**src/rtl/mem_pkg.sv**
```systemverilog
// Shared encodings for the MEM-stage access unit: access sizes, FSM states,
// default timeout and the alignment rule used to reject bad addresses.
package mem_pkg;

  localparam logic [1:0] SZ_BYTE = 2'b00;
  localparam logic [1:0] SZ_HALF = 2'b01;
  localparam logic [1:0] SZ_WORD = 2'b10;  // 2'b11 is also handled as a word

  localparam int unsigned TIMEOUT_DEFAULT = 255;

  typedef enum logic [1:0] {
    S_IDLE = 2'b00,
    S_WAIT = 2'b01,
    S_DONE = 2'b10
  } state_e;

  // Half accesses need addr[0]=0, word accesses need addr[1:0]=0.
  function automatic logic misaligned(input logic [1:0] addr_lo, input logic [1:0] size);
    case (size)
      SZ_BYTE: return 1'b0;
      SZ_HALF: return addr_lo[0];
      default: return (addr_lo != 2'b00);
    endcase
  endfunction

endpackage

```
**src/rtl/mem_access_if.sv**
```systemverilog
// Data-memory bus between the MEM-stage access unit (master) and memory (slave).
interface mem_access_if;
  logic        dmem_req;
  logic        dmem_we;
  logic [31:0] dmem_addr;
  logic [31:0] dmem_wdata;
  logic [3:0]  dmem_be;
  logic [31:0] dmem_rdata;
  logic        dmem_ack;

  modport master (
    output dmem_req, dmem_we, dmem_addr, dmem_wdata, dmem_be,
    input  dmem_rdata, dmem_ack
  );

  modport slave (
    input  dmem_req, dmem_we, dmem_addr, dmem_wdata, dmem_be,
    output dmem_rdata, dmem_ack
  );
endinterface

```
**src/rtl/mem_lane_align.sv**
```systemverilog
// Combinational byte-lane steering: store enables/replication and load
// lane extraction with sign or zero extension.
module mem_lane_align
  import mem_pkg::*;
(
  input  logic [1:0]  addr_lo,
  input  logic [1:0]  size,
  input  logic        is_unsigned,
  input  logic [31:0] st_data,
  input  logic [31:0] ld_raw,
  output logic [3:0]  be,
  output logic [31:0] st_lanes,
  output logic [31:0] ld_data
);

  logic [7:0]  ld_byte;
  logic [15:0] ld_half;

  // Pick the addressed lane, then build enables, replicated store data and extended load data.
  always_comb begin
    ld_byte = ld_raw[{addr_lo, 3'b000} +: 8];
    ld_half = addr_lo[1] ? ld_raw[31:16] : ld_raw[15:0];
    case (size)
      SZ_BYTE: begin
        be       = 4'b0001 << addr_lo;
        st_lanes = {4{st_data[7:0]}};
        ld_data  = is_unsigned ? {24'h0, ld_byte} : {{24{ld_byte[7]}}, ld_byte};
      end
      SZ_HALF: begin
        be       = addr_lo[1] ? 4'b1100 : 4'b0011;
        st_lanes = {2{st_data[15:0]}};
        ld_data  = is_unsigned ? {16'h0, ld_half} : {{16{ld_half[15]}}, ld_half};
      end
      default: begin
        be       = '1;
        st_lanes = st_data;
        ld_data  = ld_raw;
      end
    endcase
  end

endmodule

```
**src/rtl/mem_access.sv**
```systemverilog
// MEM-stage data-memory access unit: passes non-memory ops through, runs
// loads/stores over a req/ack bus with pipeline stall, alignment check and timeout.
module mem_access
  import mem_pkg::*;
#(
  parameter int unsigned TIMEOUT_CYCLES = TIMEOUT_DEFAULT
) (
  input  logic               clk,
  input  logic               rst,
  input  logic               in_valid,
  input  logic               MemRead,
  input  logic               MemWrite,
  input  logic               mem_unsigned,
  input  logic [1:0]         mem_size,
  input  logic [31:0]        ALU_result,
  input  logic [31:0]        wData,
  input  logic [4:0]         wAddr_reg,
  input  logic               RegWrite,
  input  logic               MemtoReg,
  mem_access_if.master       dmem,
  output logic               stall,
  output logic [31:0]        rData_mem,
  output logic [31:0]        ALU_result_out,
  output logic [4:0]         wAddr_reg_out,
  output logic               RegWrite_out,
  output logic               MemtoReg_out,
  output logic               out_valid,
  output logic               addr_err,
  output logic               timeout_err
);

  localparam int unsigned CW = (TIMEOUT_CYCLES < 2) ? 1 : $clog2(TIMEOUT_CYCLES + 1);

  state_e      st, st_nx;
  logic [CW-1:0] cnt;
  logic        mem_op, mis, accept, tmo_hit;

  logic [31:0] addr_q, wdata_q, rdata_q;
  logic [4:0]  waddr_q;
  logic [1:0]  size_q;
  logic        we_q, uns_q, regwrite_q, memtoreg_q, tmo_q;

  logic [3:0]  lane_be;
  logic [31:0] lane_wdata, lane_rdata;

  assign mem_op  = in_valid & (MemRead | MemWrite);
  assign mis     = misaligned(ALU_result[1:0], mem_size);
  assign tmo_hit = (cnt == CW'(TIMEOUT_CYCLES - 1));

  mem_lane_align u_lane (
    .addr_lo     (addr_q[1:0]),
    .size        (size_q),
    .is_unsigned (uns_q),
    .st_data     (wdata_q),
    .ld_raw      (dmem.dmem_rdata),
    .be          (lane_be),
    .st_lanes    (lane_wdata),
    .ld_data     (lane_rdata)
  );

  // State register.
  always_ff @(posedge clk) begin
    if (rst) st <= S_IDLE;
    else     st <= st_nx;
  end

  // Latch the access on accept, count WAIT cycles, capture load data on ack.
  always_ff @(posedge clk) begin
    if (rst) begin
      cnt <= '0; addr_q <= '0; wdata_q <= '0; rdata_q <= '0; waddr_q <= '0;
      size_q <= '0; we_q <= 1'b0; uns_q <= 1'b0; regwrite_q <= 1'b0;
      memtoreg_q <= 1'b0; tmo_q <= 1'b0;
    end else begin
      case (st)
        S_IDLE: if (accept) begin
          cnt        <= '0;
          addr_q     <= ALU_result;
          wdata_q    <= wData;
          rdata_q    <= '0;
          waddr_q    <= wAddr_reg;
          size_q     <= mem_size;
          we_q       <= MemWrite;
          uns_q      <= mem_unsigned;
          regwrite_q <= RegWrite;
          memtoreg_q <= MemtoReg;
          tmo_q      <= 1'b0;
        end
        S_WAIT: begin
          if (dmem.dmem_ack) begin
            if (!we_q) rdata_q <= lane_rdata;
          end else if (tmo_hit) begin
            tmo_q <= 1'b1;
          end else begin
            cnt <= cnt + 1'b1;
          end
        end
        default: ;
      endcase
    end
  end

  // Next state, pipeline outputs and bus drive.
  always_comb begin
    st_nx           = st;
    accept          = 1'b0;
    stall           = 1'b0;
    rData_mem       = '0;
    ALU_result_out  = ALU_result;
    wAddr_reg_out   = wAddr_reg;
    RegWrite_out    = RegWrite & in_valid;
    MemtoReg_out    = MemtoReg;
    out_valid       = in_valid;
    addr_err        = 1'b0;
    timeout_err     = 1'b0;
    dmem.dmem_req   = 1'b0;
    dmem.dmem_we    = 1'b0;
    dmem.dmem_addr  = {addr_q[31:2], 2'b00};
    dmem.dmem_wdata = '0;
    dmem.dmem_be    = '0;
    case (st)
      S_IDLE: begin
        if (mem_op && mis) begin
          addr_err     = 1'b1;
          RegWrite_out = 1'b0;
          out_valid    = 1'b1;
        end else if (mem_op) begin
          accept       = 1'b1;
          stall        = 1'b1;
          RegWrite_out = 1'b0;
          out_valid    = 1'b0;
          st_nx        = S_WAIT;
        end
      end
      S_WAIT: begin
        stall           = 1'b1;
        RegWrite_out    = 1'b0;
        out_valid       = 1'b0;
        ALU_result_out  = addr_q;
        wAddr_reg_out   = waddr_q;
        MemtoReg_out    = memtoreg_q;
        dmem.dmem_req   = 1'b1;
        dmem.dmem_we    = we_q;
        dmem.dmem_wdata = lane_wdata;
        dmem.dmem_be    = lane_be;
        if (dmem.dmem_ack || tmo_hit) st_nx = S_DONE;
      end
      S_DONE: begin
        rData_mem      = rdata_q;
        ALU_result_out = addr_q;
        wAddr_reg_out  = waddr_q;
        RegWrite_out   = regwrite_q & ~tmo_q;
        MemtoReg_out   = memtoreg_q;
        out_valid      = 1'b1;
        timeout_err    = tmo_q;
        st_nx          = S_IDLE;
      end
      default: st_nx = S_IDLE;
    endcase
  end

endmodule

```
**src/flat_wrapper.sv**
```systemverilog
// flat-port wrapper written by rule: the top's interface ports become plain ports
module mem_access_flat import mem_pkg::*;
#(
  parameter int unsigned TIMEOUT_CYCLES = TIMEOUT_DEFAULT
)
  (clk, rst, in_valid, MemRead, MemWrite, mem_unsigned, mem_size, ALU_result, wData, wAddr_reg, RegWrite, MemtoReg, stall, rData_mem, ALU_result_out, wAddr_reg_out, RegWrite_out, MemtoReg_out, out_valid, addr_err, timeout_err, dmem_dmem_req, dmem_dmem_we, dmem_dmem_addr, dmem_dmem_wdata, dmem_dmem_be, dmem_dmem_rdata, dmem_dmem_ack);
  mem_access_if dmem_i ();
  input  logic clk;
  input  logic rst;
  input  logic in_valid;
  input  logic MemRead;
  input  logic MemWrite;
  input  logic mem_unsigned;
  input  logic [1:0] mem_size;
  input  logic [31:0] ALU_result;
  input  logic [31:0] wData;
  input  logic [4:0] wAddr_reg;
  input  logic RegWrite;
  input  logic MemtoReg;
  output logic stall;
  output logic [31:0] rData_mem;
  output logic [31:0] ALU_result_out;
  output logic [4:0] wAddr_reg_out;
  output logic RegWrite_out;
  output logic MemtoReg_out;
  output logic out_valid;
  output logic addr_err;
  output logic timeout_err;
  output wire logic [$bits(dmem_i.dmem_req)-1:0] dmem_dmem_req;
  output wire logic [$bits(dmem_i.dmem_we)-1:0] dmem_dmem_we;
  output wire logic [$bits(dmem_i.dmem_addr)-1:0] dmem_dmem_addr;
  output wire logic [$bits(dmem_i.dmem_wdata)-1:0] dmem_dmem_wdata;
  output wire logic [$bits(dmem_i.dmem_be)-1:0] dmem_dmem_be;
  input wire logic [$bits(dmem_i.dmem_rdata)-1:0] dmem_dmem_rdata;
  input wire logic [$bits(dmem_i.dmem_ack)-1:0] dmem_dmem_ack;
  assign dmem_dmem_req = dmem_i.dmem_req;
  assign dmem_dmem_we = dmem_i.dmem_we;
  assign dmem_dmem_addr = dmem_i.dmem_addr;
  assign dmem_dmem_wdata = dmem_i.dmem_wdata;
  assign dmem_dmem_be = dmem_i.dmem_be;
  assign dmem_i.dmem_rdata = dmem_dmem_rdata;
  assign dmem_i.dmem_ack = dmem_dmem_ack;
  mem_access #(.TIMEOUT_CYCLES(TIMEOUT_CYCLES)) u_core (.clk(clk), .rst(rst), .in_valid(in_valid), .MemRead(MemRead), .MemWrite(MemWrite), .mem_unsigned(mem_unsigned), .mem_size(mem_size), .ALU_result(ALU_result), .wData(wData), .wAddr_reg(wAddr_reg), .RegWrite(RegWrite), .MemtoReg(MemtoReg), .dmem(dmem_i), .stall(stall), .rData_mem(rData_mem), .ALU_result_out(ALU_result_out), .wAddr_reg_out(wAddr_reg_out), .RegWrite_out(RegWrite_out), .MemtoReg_out(MemtoReg_out), .out_valid(out_valid), .addr_err(addr_err), .timeout_err(timeout_err));
endmodule
```
**config.mk**
```make
export PLATFORM = sky130hd
export DESIGN_NAME = mem_access_flat
export DESIGN_NICKNAME = d
export VERILOG_FILES = /design/src/rtl/mem_pkg.sv /design/src/rtl/mem_access_if.sv /design/src/rtl/mem_lane_align.sv /design/src/rtl/mem_access.sv /design/src/flat_wrapper.sv
export SDC_FILE = /design/constraint.sdc
export NUM_CORES = 1
export LEC_CHECK = 0
export ABC_AREA = 0
export ABC_CLOCK_PERIOD_IN_PS = 3200
export CORE_MARGIN = 5
export CORE_UTILIZATION = 35
export DETAILED_ROUTE_END_ITERATION = 6
export PLACE_DENSITY = 0.65
export RECOVER_POWER = 50
export SETUP_SLACK_MARGIN = 0.15
export SYNTH_ARGS = -nofsm -noshare
export SYNTH_HDL_FRONTEND = slang
export SYNTH_HIERARCHICAL = 1
export SYNTH_SLANG_ARGS = --single-unit
```
**constraint.sdc**
```tcl
create_clock -name clk -period 3.2 [get_ports clk]
set_clock_uncertainty 0.15 [all_clocks]
set_input_delay 0.64 -clock clk [delete_from_list [all_inputs] [get_ports clk]]
set_output_delay 0.64 -clock clk [all_outputs]
set_load 0.01 [all_outputs]
```
==> results of run 1 <==
-- repair_timing --
item                       in CTS  in global routing
setup buffers                   1                  2
pin swaps                       3                  1
setup endpoints to repair      99                 66
resized for setup              11                 30
-- worst paths after layout --
path,startpoint,end,slack (ns),depth (start not counted)
max,u_core/st[1],ALU_result_out[15],0.18,5
min,u_core/waddr_q[4],u_core/waddr_q[4],0.30,2
min reg2reg,u_core/waddr_q[4],u_core/waddr_q[4],0.30,2
max reg2reg,u_core/st[1],u_core/rdata_q[11],0.34,8
-- layout make-up --
cell class,count,area [um2],area share [%]
sequential,118,2370,23.0
multi-input combinational,658,4080,39.6
clock inverter,14,176,1.71
timing repair buffer,278,2850,27.7
inverter,12,48.8,0.474
clock buffer,18,439,4.26
tap,270,338,3.28
antenna,1,2.50,0.0243
-- cell families after synthesis --
kind of cell	count (synthesis)
mux	75
simple gates	345
compound gates	228
buf+inv	131
flops	118
fa+ha+maj	8
other cells	1
-- flip-flops by register name, indices dropped and copies added (netlist names) --
signal             count
u_core/regwrite_q      1
u_core/memtoreg_q      1
u_core/rdata_q        32
u_core/size_q          2
u_core/addr_q         32
u_core/waddr_q         5
u_core/cnt             8
u_core/we_q            1
u_core/wdata_q        32
u_core/st              2
u_core/uns_q           1
u_core/tmo_q           1
-- power by group --
| group | switching [uW] | internal, uW |
|---|---|---|
| clock network | 723 | 1250 |
| logic | 1290 | 1150 |
| registers | 102 | 1620 |
-- routing by layer --
layer  vias up  track usage (%)  routed length [um]
met3        22             5.82                1820
met1      3239             26.8               10800
met4         2             4.67                 356
li1       3468                -                   -
met5         -                0                  13
met2       290             30.4               10900
-- through the flow --
stage                     setup slack (ns)  hold slack, ns
after floorplan                      0.710           0.283
after global placement              0.0746           0.289
after detailed placement            0.0769           0.297
after CTS                            0.122           0.305
after global routing                0.0655           0.321
final                                0.183           0.305
-- worst max-delay path, cell delays in order (launching register included) --
cell and delay, ns:
dfxtp_2 0.36, inv_1 0.13, ha_4 0.34, buf_12 0.17, mux2_2 0.34, clkdlybuf4s50_1 0.48
-- placed cells by master (no fill, tap or decap), drive strengths merged, types with 2 or more instances in the layout --
| cell | count |
|---|---|
| o21bai | 4 |
| clkinvlp | 3 |
| a31oi | 8 |
| clkinv | 7 |
| a211oi | 5 |
| dlymetal6s2s | 26 |
| o221ai | 8 |
| nor3 | 4 |
| or3 | 2 |
| inv | 13 |
| dfxtp | 118 |
| bufinv | 3 |
| and2 | 71 |
| nor2b | 21 |
| nand2 | 178 |
| a31o | 2 |
| o31ai | 2 |
| nor2 | 15 |
| ha | 8 |
| a21o | 2 |
| o21ai | 47 |
| mux2i | 18 |
| clkbuf | 20 |
| clkdlybuf4s50 | 194 |
| dlygate4sd2 | 3 |
| conb | 2 |
| buf | 23 |
| a22oi | 9 |
| nand4 | 35 |
| dlygate4sd3 | 30 |
| nand3 | 8 |
| or2 | 2 |
| a221o | 7 |
| nand2b | 4 |
| a21oi | 110 |
| mux2 | 57 |
| o22ai | 16 |
==> qor.txt, run 1 <==
Unique masters post-synth -> 57
Status -> finished with violations
Peak Freq -> 0.332 GHz
Largest net degree at the start of global routing -> 77
Final hold viol count -> 0
DP Wirelength -> 16,400 um
Most common cell in the netlist -> nand2_1
Worst slew pin tran -> 1.50 ns
Failing checks -> max-slew violations
# Max-Cap Violations -> 0
Crit. End Element -> output port
Top FF cell, synth -> dfxtp_1
Longest Clk Path Bufs -> 2
TritonCTS Buffers -> 17
XOR/XNOR Fraction of Synth Area -> 0%
Initial Util -> 35.4%
Placed Area -> 0.00957 mm2
PwrDens -> 597 mW/mm2
Seq cells post-synth -> 118
Critical path class -> reg -> out
Die W -> 153 um
Post-Route Utilization -> 51.1%
DRC Markers -> 0
First-iteration detailed-routing DRC count -> 446
Synth top area share -> 33.1%
Vias in the first global route -> 6,682
Synth Area in Simple Gates -> 23.6%
Post-synth ARST share -> 0%
Top area cells in the synthesized netlist -> dfxtp_1, nand2_1, mux2_2, a21oi_1, and2_1
Syn avg cell area -> 7.89 um2
Clock sink count -> 118
Layout cells sized above 1 -> 12.6%
Seq/Total Area, Yosys -> 33.1%
Yosys warning count -> 6
Mux contribution to synthesized area -> 11.9%
Synth Instances -> 906
Non-filler cells, final -> 1,369
WL/cell -> 17.4 um
Crit share post-route -> 94.3%
Max FO, Critical Path -> 19
Post-Layout Inst Area -> 0.0103 mm2
Crit path time final -> 3.02 ns
CTS H-tree lvls -> 4
FP Rows -> 52
I/O Pins -> 257
Vias -> 7,021
First-pass GRT wire length -> 37,600 um
Port bufs -> 254
GRT Overall Usage -> 19.5%
Largest family of logic cells by synthesized area -> simple AND/OR/NAND/NOR gates
Die Y -> 153 um
HP Class -> reg -> reg
Post-detailed-route count of antenna-violating nets -> 0
Peak VDD IR -> 0.000334 V
Area Growth Syn to Fin -> 44.1%
Critical path launch point type -> register
Cell Count Post-Placement -> 1,333
Leak Pwr -> 0.00394 uW
CP arrival -> 2.23 ns
Clk_lat worst skew -> 0.40 ns
Final setup violation count -> 0
Total Neg Setup Slack -> 0 ns
WL final -> 23,900 um
Final Total Pwr -> 6150 uW
Post-Syn Area -> 0.00714 mm2
Root Buffer -> clkbuf_16
Compound-Gate Fraction of Synth Area -> 19.6%
GP Congestion -> 0.887
Unrepaired setup endpoints after global routing -> yes
Clock slew at reported path FFs -> 0.06 ns
Fill count -> 1,904
Final Max Slew Viols -> 10
Synth area leader -> dfxtp_1
Cts hold-fix bufs -> 0
DR pass1 iterations -> 5
Worst EP required -> 2.41 ns
Post-synth EDFFs -> 0
Final #Nets -> 1,205
Core area -> 0.0202 mm2
Initial antenna violation count -> 2
Total grt overflow -> 0
Worst rel slew slack -> -0.0224%
Most instantiated cells after synthesis -> nand2_1, dfxtp_1, a21oi_1, and2_1, buf_4
CTS tree -> done
Post-synthesis adder-cell area fraction -> 1.40%
DIE AREA -> 0.0234 mm2
Via-to-Cell Ratio -> 5.13
Note: power is estimated with default switching activity, not from simulation.
==> inputs of run 2 (changes only) <==
- ABC_CLOCK_PERIOD_IN_PS: 3200 -> default
- CORE_UTILIZATION: 35 -> 45
- PLACE_DENSITY: 0.65 -> 0.8
==> run 2 against run 1 <==
Net effect:
- the run now ends clean
- global-route usage increased by 5.1 points
- flip-flop and latch count unchanged
- non-clock buffer count increased by 2
- largest cell class unchanged
- largest power group unchanged
==> qor.txt, run 2 (synthesis results as in run 1) <==
CP top delay family -> buffers and inverters
Fill count -> 1,372 (-28%)
Final Max Slew Viols -> 0 (-10)
Peak Freq -> 0.338 GHz (+2.1%)
Total Neg Setup Slack -> 0 ns (unchanged)
Root Buffer -> clkbuf_16
Cts hold-fix bufs -> 0 (unchanged)
Unrepaired setup endpoints after global routing -> no
Initial Util -> 45.5% (+10 points)
HP Class -> reg -> reg
Peak VDD IR -> 0.000467 V (+40%)
First-pass GRT wire length -> 36,500 um (-2.9%)
Hold Slack -> 0.301 ns (-0.00322 ns)
I/O Pins -> 257 (unchanged)
Port bufs -> 254 (unchanged)
Crit share post-route -> 92.4% (-1.9 points)
Area Growth Syn to Fin -> 41.6%
GP Congestion -> 0.915 (+3.1%)
Die Y -> 136 um (-11%)
Critical Path, Cell by Cell -> inv_1, ha_4, bufbuf_16, mux2_2, dlygate4sd2_1
TritonCTS Buffers -> 17 (unchanged)
Largest net degree at the start of global routing -> 77 (unchanged)
CP max stage cell -> dfxtp_2
Worst EP required -> 2.41 ns (about the same)
Worst slew pin tran -> 0.874 ns (-0.626 ns)
Vias in the first global route -> 7,008 (+4.9%)
Via-to-Cell Ratio -> 5.46 (+6.5%)
Leak Pwr -> 0.00388 uW (-1.4%)
CTS H-tree lvls -> 4 (unchanged)
Longest Clk Path Bufs -> 2 (unchanged)
Critical path launch point type -> register
Initial antenna violation count -> 2 (unchanged)
Clock slew at reported path FFs -> 0.05 ns (about the same)
Layout cells sized above 1 -> 12.1% (-0.44 points)
DP Wirelength -> 16,200 um (-1.1%)
Final Total Pwr -> 5970 uW (-2.9%)
Worst rel slew slack -> 41.7% (+42 points)
DR pass1 iterations -> 5 (unchanged)
Crit. End Element -> output port
WL final -> 23,000 um (-3.4%)
Core area -> 0.0157 mm2 (-22%)
WL/cell -> 17.5 um (+0.67%)
Max FO, Critical Path -> 19 (unchanged)
Clk_lat worst skew -> 0.41 ns (about the same)
Critical path class -> reg -> out
CP max stage delay -> 0.39 ns (-0.09 ns)
CP bufs+invs -> 3 (unchanged)
Die W -> 136 um (-11%)
First-iteration detailed-routing DRC count -> 607 (+36%)
Final hold viol count -> 0 (unchanged)
# Max-Cap Violations -> 0 (unchanged)
Final setup violation count -> 0 (unchanged)
Clock sink count -> 118 (unchanged)
Vias -> 7,176 (+2.2%)
CP arrival -> 2.17 ns (-0.06 ns)
Top Registers -> u_core/addr_q x32, u_core/rdata_q x32, u_core/wdata_q x32
Status -> complete, no violations
CTS tree -> done
Total grt overflow -> 0 (unchanged)
Post-detailed-route count of antenna-violating nets -> 0 (unchanged)
Final #Nets -> 1,207 (+0.17%)
Commonest non-fill, non-tap cell in the layout -> clkdlybuf4s50_1
Commonest non-fill, non-tap cells in the layout -> clkdlybuf4s50_1, nand2_1, dfxtp_1
PwrDens -> 590 mW/mm2 (-1.2%)
FP Rows -> 46 (-12%)
DIE AREA -> 0.0185 mm2 (-21%)
DRC Markers -> 0 (unchanged)
GRT Overall Usage -> 24.6% (+5.1 points)
Crit path time final -> 2.96 ns (-0.0608 ns)
[run 2: worst paths after layout]
kind                startpoint            endpoint  slack, ns  cells after the start
max               u_core/st[0]  ALU_result_out[11]       0.24                      5
min          u_core/waddr_q[3]   u_core/waddr_q[3]       0.30                      2
max reg2reg       u_core/st[0]       u_core/cnt[7]       0.72                      7
min reg2reg  u_core/waddr_q[3]   u_core/waddr_q[3]       0.30                      2
[run 2: final cells by class]
| type | instances | area, um2 | area share [%] |
|---|---|---|---|
| sequential | 118 | 2370 | 23.4 |
| clock inverter | 10 | 108 | 1.06 |
| multi-input combinational | 658 | 4040 | 40.0 |
| antenna | 1 | 2.50 | 0.0247 |
| tap | 216 | 270 | 2.67 |
| timing repair buffer | 280 | 2830 | 28.0 |
| clock buffer | 19 | 453 | 4.48 |
| inverter | 12 | 45.0 | 0.445 |
[run 2: routing by layer]
| layer | global-route usage [%] | wire, um | up-vias |
|---|---|---|---|
| met3 | 8.33 | 2050 | 53 |
| met1 | 30.7 | 9520 | 3311 |
| li1 | - | - | 3471 |
| met4 | 10.8 | 702 | 2 |
| met5 | 0 | 20 | - |
| met2 | 38.7 | 10800 | 339 |
[run 2: stage by stage]
step	worst slack [ns]	instances	utilization, %	cell area [um2]
after floorplan	0.710	907	-	7150
after global placement	0.0684	1279	60.3	9480
after detailed placement	0.0767	1279	60.3	9480
after CTS	0.150	1310	64.1	10100
after global routing	0.0957	1314	64.4	10100
final	0.244	1314	64.4	10100
[run 2: power breakdown]
group | internal [uW] | switching (uW) | total [uW]
Combinational | 1140 | 1270 | 2410
Clock | 1160 | 660 | 1820
Sequential | 1620 | 108 | 1730
[run 2: worst reg2reg max path, cell delays in order (launching register included)]
cell	delay, ns
dfxtp_2	0.35
inv_1	0.15
ha_4	0.19
inv_1	0.06
a31oi_1	0.25
clkbuf_2	0.64
nor2_1	0.26
o311ai_0	0.31
[run 2: timing repair]
| item | CTS | global route |
|---|---|---|
| pin swaps | 2 | 0 |
| setup buffers | 1 | 3 |
| endpoints found under the setup margin | 45 | 48 |
| cloned | 1 | 0 |
| gates resized for setup | 27 | 20 |
==> inputs of run 3 (changes only) <==
- CORE_UTILIZATION: 45 -> 30
- PLACE_DENSITY: 0.8 -> default
==> run 3 against run 2 <==
Net effect:
- via count is 1.5% lower
- worst setup slack worse by 0.063 ns
- global-route usage is 6.8 points lower
- clock-buffer cell count is 1 lower
- die area is 46% higher
- critical endpoint is now stall
- register-to-register slack better by 0.04 ns
- final cell count is 7.8% higher
- flip-flop and latch count stayed put
- sequential share of layout area is 0.41 points lower
- critical path depth stayed put
- non-clock buffer count is 4 lower
- sequential power hardly changed
==> qor.txt, run 3 (synthesis results as in run 1) <==
Status -> complete, no violations
CP max stage cell -> dlygate4sd3_1
DIE AREA -> 0.0270 mm2 (+46%)
WL/cell -> 17.5 um (-0.29%)
Clock sink count -> 118 (unchanged)
Peak VDD IR -> 0.000373 V (-20%)
Area Growth Syn to Fin -> 44.1%
Clk_lat worst skew -> 0.41 ns (about the same)
CP arrival -> 2.23 ns (+0.06 ns)
CP max stage delay -> 0.57 ns (+0.18 ns)
Via-to-Cell Ratio -> 4.99 (-8.6%)
FP Rows -> 56 (+22%)
Commonest non-fill, non-tap cell in the layout -> clkdlybuf4s50_1
CTS H-tree lvls -> 4 (unchanged)
Vias in the first global route -> 6,796 (-3.0%)
Peak Freq -> 0.331 GHz (-2.1%)
Critical path class -> in -> out
Max FO, Critical Path -> 5 (-14)
Post-Layout Inst Area -> 0.0103 mm2 (+1.8%)
Die Y -> 164 um (+21%)
Longest Clk Path Bufs -> 2 (unchanged)
Die W -> 164 um (+21%)
GRT Overall Usage -> 17.8% (-6.8 points)
GP Congestion -> 0.816 (-11%)
Initial Util -> 30.4% (-15 points)
Cts hold-fix bufs -> 0 (unchanged)
# Max-Cap Violations -> 0 (unchanged)
Crit path time final -> 3.02 ns (+0.0628 ns)
Final Max Slew Viols -> 0 (unchanged)
Critical path launch point type -> primary input
Multi-input combinational cell area -> 0.00404 mm2 (about the same)
Final #Nets -> 1,203 (-0.33%)
Largest net degree at the start of global routing -> 77 (unchanged)
Total Neg Setup Slack -> 0 ns (unchanged)
Post-detailed-route count of antenna-violating nets -> 0 (unchanged)
WL final -> 24,800 um (+7.5%)
Top Registers -> u_core/addr_q x32, u_core/rdata_q x32, u_core/wdata_q x32
CTS tree -> done
Layout cells sized above 1 -> 12.0% (-0.080 points)
First-iteration detailed-routing DRC count -> 360 (-41%)
Root Buffer -> clkbuf_16
I/O Pins -> 257 (unchanged)
First-pass GRT wire length -> 38,200 um (+4.7%)
Clock slew at reported path FFs -> 0.05 ns (about the same)
CP bufs+invs -> 2 (-1)
Core area -> 0.0235 mm2 (+49%)
Total grt overflow -> 0 (unchanged)
Register area -> 0.00237 mm2 (unchanged)
Commonest non-fill, non-tap cells in the layout -> clkdlybuf4s50_1, nand2_1, dfxtp_1
Critical Path, Cell by Cell -> dlygate4sd3_1, o21a_1, nand4_1, nand2b_1, clkdlybuf4s50_1
Placed Area -> 0.00963 mm2 (+1.7%)
Fill count -> 2,383 (+74%)
Initial antenna violation count -> 2 (unchanged)
Crit. End Element -> output port
DP Wirelength -> 17,000 um (+4.9%)
Vias -> 7,068 (-1.5%)
TritonCTS Buffers -> 17 (unchanged)
Worst slew pin tran -> 0.880 ns (+0.00641 ns)
DRC Markers -> 0 (unchanged)
Crit share post-route -> 94.3% (+2.0 points)
Port bufs -> 254 (unchanged)
Final setup violation count -> 0 (unchanged)
PwrDens -> 596 mW/mm2 (+1.1%)
Final hold viol count -> 0 (unchanged)
Worst rel slew slack -> 41.3% (-0.43 points)
Leak Pwr -> 0.00384 uW (-1.1%)
Unrepaired setup endpoints after global routing -> yes
Worst EP required -> 2.41 ns (about the same)
DR pass1 iterations -> 6 (+1)
HP Class -> reg -> reg
Reg2reg setup slack -> 0.76 ns (+0.04 ns)
CP top delay family -> buffers and inverters
[run 3: what timing repair did]
action / CTS / global route
buffers inserted: 1 / 0
gates cloned: 1 / 0
setup endpoints to repair: 51 / 47
pin swaps: 2 / 1
hold endpoints to repair: 0 / 0
gates resized for setup: 38 / 16
[run 3: worst min-delay path, delay by kind of cell (launching register included)]
family | cells | cell delay, ns
AO/OA/AOI/OAI | 1 | 0.05
flip-flops | 1 | 0.30
AND/OR/NAND/NOR | 1 | 0.05
[run 3: metal layers]
metal / track usage, % / share of wire, %
met5: 0 / 0.052
met4: 5.53 / 1.7
met3: 5.52 / 8.8
met2: 27.3 / 45
met1: 24.0 / 44
[run 3: power by group]
part / total, uW / leakage [uW] / switching, uW / internal (uW)
sequential: 1720 / 0.000959 / 101 / 1620
combinational: 2420 / 0.00259 / 1310 / 1110
clock: 2000 / 0.000293 / 742 / 1250
[run 3: cell type report]
cell class,instances,area share [%]
flip-flops and latches,118,23.0
multi-input cells,658,39.3
repair buffers,276,27.5
diodes,1,0.0243
well taps,319,3.88
inverters,12,0.437
clock buffers,18,4.27
clock inverters,14,1.70
[run 3: per-stage QoR]
step | total power [uW] | worst slack (ns) | hold slack (ns) | utilization, % | std cells
2_1_floorplan | 3220 | 0.710 | 0.283 | - | 907
3_3_place_gp | 4210 | 0.0901 | 0.289 | 41.0 | 1381
3_5_place_dp | 4220 | 0.0747 | 0.297 | 41.0 | 1381
4_1_cts | 6260 | 0.140 | 0.305 | 43.8 | 1415
5_1_grt | 6490 | 0.0750 | 0.326 | 43.9 | 1416
6_report | 6140 | 0.182 | 0.302 | 43.9 | 1416
[run 3: worst paths after layout]
check,startpoint,to,depth (start not counted)
setup reg to reg,u_core/st[0],u_core/cnt[7],7
setup / recovery,MemWrite,stall,5
hold reg to reg,u_core/wdata_q[16],u_core/wdata_q[16],2
hold / removal,u_core/wdata_q[16],u_core/wdata_q[16],2
